--- config.mk ---
export PLATFORM = sky130hd
export DESIGN_NAME = bcd_counter_7seg
export DESIGN_NICKNAME = d
export VERILOG_FILES = /design/src/rtl/bcd_counter_7seg.sv
export SDC_FILE = /design/constraint.sdc
export NUM_CORES = 1
export LEC_CHECK = 0
export ABC_CLOCK_PERIOD_IN_PS = 3800
export CELL_PAD_IN_SITES_DETAIL_PLACEMENT = 1
export CELL_PAD_IN_SITES_GLOBAL_PLACEMENT = 2
export CORE_ASPECT_RATIO = 0.75
export CORE_MARGIN = 2
export CORE_UTILIZATION = 34
export CTS_CLUSTER_DIAMETER = 50
export DETAILED_ROUTE_END_ITERATION = 6
export PLACE_DENSITY = 0.8
export SYNTH_ARGS = -nofsm -noshare
export SYNTH_HDL_FRONTEND = slang
export SYNTH_SLANG_ARGS = --single-unit
--- constraint.sdc ---
create_clock -name clk -period 3.8 [get_ports clk]
set_clock_uncertainty 0.05 [all_clocks]
set_input_delay 0.76 -clock clk [delete_from_list [all_inputs] [get_ports clk]]
set_output_delay 0.76 -clock clk [all_outputs]
set_load 0.05 [all_outputs]
--- src/rtl/bcd_counter_7seg.sv ---
// Single-digit BCD counter (0-9) with a direct seven-segment decode.
// `enter` starts/stops counting in count mode (mode=0) or loads a preset digit
// in load mode (mode=1). Optional build macro BCD_COUNTER_SEG_ACTIVE_LOW_EN
// inverts the segment outputs for common-anode displays.
module bcd_counter_7seg #(
  parameter int unsigned TICK_DIV = 1
) (
  input  logic       clk,
  input  logic       rstn,   // synchronous, active-high despite the name
  input  logic [3:0] load,
  input  logic       mode,
  input  logic       enter,
  output logic [6:0] OUT
);

  localparam int unsigned PW = (TICK_DIV > 1) ? $clog2(TICK_DIV) : 1;
  localparam logic [PW-1:0] PreMax = PW'(TICK_DIV - 1);

  logic [3:0]    r_digit, w_digit_d;
  logic          r_run, w_run_d;
  logic [PW-1:0] r_pre, w_pre_d;
  logic          r_enter_q;
  logic          w_enter_rise;
  logic [3:0]    w_digit_inc;
  logic [6:0]    w_seg;

  assign w_enter_rise = enter & ~r_enter_q;
  assign w_digit_inc  = (r_digit == 4'd9) ? 4'd0 : r_digit + 4'd1;

  // Next-state for digit, run flag and prescaler.
  always_comb begin
    w_digit_d = r_digit;
    w_run_d   = r_run;
    w_pre_d   = '0;
    if (mode) begin
      // Load mode: counting frozen, run preserved, out-of-range presets dropped.
      if (w_enter_rise && (load <= 4'd9)) begin
        w_digit_d = load;
      end
    end else if (w_enter_rise) begin
      // Start/stop edge never increments and restarts the prescale period.
      w_run_d = ~r_run;
    end else if (r_run) begin
      if (r_pre == PreMax) begin
        w_digit_d = w_digit_inc;
      end else begin
        w_pre_d = r_pre + 1'b1;
      end
    end
  end

  // State registers with synchronous reset taking priority.
  always_ff @(posedge clk) begin
    if (rstn) begin
      r_digit   <= 4'd0;
      r_run     <= 1'b0;
      r_pre     <= '0;
      r_enter_q <= 1'b0;
    end else begin
      r_digit   <= w_digit_d;
      r_run     <= w_run_d;
      r_pre     <= w_pre_d;
      r_enter_q <= enter;
    end
  end

  // Segment decode, bit 0 = a ... bit 6 = g, active-high.
  always_comb begin
    w_seg = 7'h00;
    case (r_digit)
      4'd0: w_seg = 7'h3F;
      4'd1: w_seg = 7'h06;
      4'd2: w_seg = 7'h5B;
      4'd3: w_seg = 7'h4F;
      4'd4: w_seg = 7'h66;
      4'd5: w_seg = 7'h6D;
      4'd6: w_seg = 7'h7D;
      4'd7: w_seg = 7'h07;
      4'd8: w_seg = 7'h7F;
      4'd9: w_seg = 7'h6F;
      default: w_seg = 7'h00;
    endcase
  end

`ifdef BCD_COUNTER_SEG_ACTIVE_LOW_EN
  assign OUT = ~w_seg;
`else
  assign OUT = w_seg;
`endif

endmodule

# Word-level counts from Yosys, hierarchy flattened
# Memories as Yosys holds them, arrays and structs flattened. A register that Yosys moved wholly into a read port is not among the register bits.
# Index checks and enable logic that the tools add are counted.
[totals] reg_bits=7 rom_bits=112 in_bits=8 output_inout_bits=7 word_cells=30 n_memories=1
[classes] addsub=2 order_cmp=1 eq_ne=4 mux=8 n_bitwise=5 n_reduce_logical=5
[memory_table] memory="(name not given)" words=16 word_bits=7 read_ports=1 rd_clocked_by_memory_dff=1 write_ports=0 line="70" source="case (r_digit)"
[ops] cell="$mux W4" count=8
[ops] cell="$reduce_or A5 Y1" count=1
[ops] cell="$add A4 B1 Y4 const B" count=1
[ops] cell="$eq A4 B4 Y1 const B" count=1
[ops] cell="$le A4 B4 Y1 const B" count=1
[ops] cell="$ne A2 B2 Y1 const B" count=2
[ops] cell="$not A1 Y1" count=4
[ops] cell="$reduce_and A4 Y1" count=1
[ops] cell="$ne A2 B1 Y1 const B" count=1
[ops] cell="$reduce_and A2 Y1" count=1
[ops] cell="$reduce_bool A2 Y1" count=1
[ops] cell="$add A1 B1 Y1 const B" count=1
[ops] cell="$and A1 B1 Y1" count=1
[ops] cell="$logic_and A1 B1 Y1" count=1

# Depth between registers and ports, before layout
[logic_depth] ltp_word=8 ltp_mapped=12 ltp_nobuf=12

# Least setup slack after synthesis
# Ideal clock, no wire load.
[synth_path] path_kind="input to register" startpoint="in mode" endpoint="reg OUT[3] (netlist name)" setup_ns=0.121 arrival_time_ns=2.247 path_slack_ns=1.382 cell_stages=9 path_cell_list="and3b_1 a32oi_1 buf_4 a211oi_2 a211oi_4 inv_1 ha_1 nor2b_1 o21ai_1"
[synth_between] elab_chain_cells=4 word_cells_on_any_way=8
[synth_lines] element="start: declaration" line="11" source="input logic mode,"
[synth_lines] element="$ne A2 B1 Y1 (no line) (tied with other cells)"
[synth_lines] element="$reduce_and A4 Y1 (no line)"
[synth_lines] element="$mux W4 (no line) * (2 in series)"
# Every way passes the cells marked *; elsewhere a longest branch is shown, timed or not.
# A chain may end at the register's enable or synchronous reset.

# Final worst setup path
[layout_path] startpoint="in mode" endpoint="reg OUT[3] (netlist name)"
[layout_between] elab_chain_cells=4 word_cells_on_any_way=8
[layout_lines] element="$ne A2 B1 Y1 (no line) (tied with other cells)"
[layout_lines] element="$reduce_and A4 Y1 (no line)"
[layout_lines] element="$mux W4 (no line) * (2 in series)"
# Marked as above.

==> reports/metrics.cfg <==
[outcome]
status=finished clean

[finish]
fillCellCount=309
antenna-diode-count=0
drive_above_1_share_pct=15.5
final_nets=134
area_growth_pct=22.7

[worst_setup_path]
setup.worst_path.end_class=flip-flop
cp-start-kind=primary input
slowest_stage=clkdlybuf4s50_1
crit_top_cell=nor2_1
cp.arrival_ns=2.97
cp_max_fo=10
critical_path_class=primary input to flip-flop
cpPeakStageDelay_ns=0.46
path_cells=clkdlybuf4s50_1 > and3b_1 > a32oi_1 > buf_4 > nor2_1 > a21oi_1 > nor2_1 > ha_1 > nor2b_1 > o21ai_1
reg2reg_depth=10
crit_required_ns=3.93

[place]
gp_congestion=0.748
pre_cts_ws_ns=0.715
hpwlAfterDp_mm=1.70
numPortBuffers=14

[clock_tree]
cts_max_level=1
cts_tree=built
cts_made_buffers=3
clockRootBuffer=clkbuf_8
clock_path_buffers=2
path_clk_slew_ns=0.06
holdBufCountCts=0
clock_latency_ns=0.25
cts_repair_resize_count=0
postCtsSetupBuffers=0
clock-sinks=14

[detailed_routing]
drt_iter0_drc=12
antenna_left=0
drc=0
routed_wl_mm=2.19
detail_route.wl_per_cell_um=14.4
drt_pass1_iterations=4
via_per_inst=4.97
vias=756

[synth]
synthArstFlopShare_pct=0
synthCells=101
netlist_area_um2=937
synth.yosys.seq_area_share_pct=29.9
synth-edff-count=0
yosys_most_used_dff=dfxtp_1
ys_types=44
ys_ff_latch=14
synth_nets=117
avgSynthCellArea_um2=9.28
yosysWarningCount=0

[timing]
fin_crit_sh_pct=74.8
worst_pin_slew_ns=0.561
max_freq_mhz=352
finalSetupViolations=0
slew_headroom_pct=62.5
whs_ns=0.484
slew_viol_final=0
finalCriticalPeriod_ns=2.84
tns_ns=0
hold_viol=0
rsz0062_at_grt=no
setup_ws_ns=0.957

[pwr]
power.density_nw_per_um2=343
ir_worst_vdd_v=0.000161
leakage_nw=0.466

[floorplanning]
die-width_um=64.6
start_util_pct=35.7
die_y_um=49.5
io_pins=15
fp.dieArea_um2=3200
num_rows=16
core-area_um2=2620

[grt]
gr-usage-all-layers_pct=16.0
antenna_found_initial=0
grt_overflow_total=0
grt_pass1_wl_mm=3.82
grt_pass1_vias=799
grt_max_degree=13

[hold_path]
whs_path_depth=2
hp-class=flip-flop to flip-flop

[job]
drv_cap=0

-- synthesized netlist by cell type, types with 3 or more instances --
library cell	n	area share (%)
a21o_1	3	2.4
a21oi_1	4	2.1
dfxtp_1	14	30
ha_1	8	11
inv_1	6	2.4
nand2_1	3	1.2
nor2_1	10	4.0
nor2b_1	3	2.0
nor3_1	3	1.6
o21ai_0	3	1.6
o21ai_1	3	1.6
xnor2_1	3	2.8
-- placed cells by master, fill, tap and decap left out, types with 4 or more instances in the layout --
master           synthesis  routed
nor2_1                  10      10
a21oi_1                  4       4
inv_1                    6       6
ha_1                     8       8
clkdlybuf4s50_1          0      14
dfxtp_1                 14      14
-- logic make-up after synthesis --
family | count (synthesis) | share of synthesized area (%)
and+or+nand+nor | 36 | 23.2
AOI/OAI and AO/OA | 27 | 26.0
DFF | 14 | 29.9
buffers and inverters | 11 | 5.87
adders and majority gates | 8 | 10.7
xor gates and xnor gates | 3 | 2.80
other | 1 | 0.400
muxes | 1 | 1.07
-- state kept, by name (all words and copies together) (netlist names) --
signal / flops
r_pre: 1
OUT: 7
r_enter_q: 1
r_run: 1
r_digit: 4
-- where the power goes --
| part | switching (mW) | total, mW | internal [mW] |
|---|---|---|---|
| combinational | 0.0633 | 0.106 | 0.0429 |
| sequential | 0.00661 | 0.165 | 0.158 |
| clock | 0.0529 | 0.123 | 0.0702 |
| total | 0.123 | 0.394 | 0.271 |
-- critical path: cells and delay by family --
family	cells	cell delay (ns)
buffers and inverters	2	0.70
AOI/OAI and AO/OA	3	0.58
and+or+nand+nor	4	0.56
adders and majority gates	1	0.36
-- area by class of cell --
cell class	instances	area [um2]	share of cell area (%)
well taps	36	45.0	3.92
repair buffers	16	155	13.5
clock buffers	3	41.3	3.59
flip-flops and latches	14	280	24.4
multi-input cells	76	602	52.3
inverters	7	26.3	2.29
-- per-layer routing --
metal	vias to the layer above	GRT usage, %	part of all wire, %
met2	9	22.6	40
met1	357	23.1	56
met4	0	5.32	1.4
met5	-	0	0
met3	6	4.79	2.5
li1	384	-	-
-- stage by stage --
stage	area, um2	cells	power, mW	utilization [%]
2_1_floorplan	937	101	0.240	-
3_3_place_gp	1110	149	0.272	42.3
3_5_place_dp	1110	149	0.274	42.3
4_1_cts	1150	152	0.401	43.8
5_1_grt	1150	152	0.419	43.8
6_report	1150	152	0.394	43.8
-- worst paths after layout --
kind | startpoint | endpoint | slack (ns)
worst min register to register | r_run$_SDFFE_PP0P_ | r_run$_SDFFE_PP0P_ | 0.48
worst max register to register | r_digit[1]$_SDFFE_PP0N_ | OUT[3]$_DFF_P_ | 1.16
worst max-delay path | mode | OUT[3]$_DFF_P_ | 0.96
worst min-delay path | r_run$_SDFFE_PP0P_ | r_run$_SDFFE_PP0P_ | 0.48
Note: power is estimated with default switching activity, not from simulation.
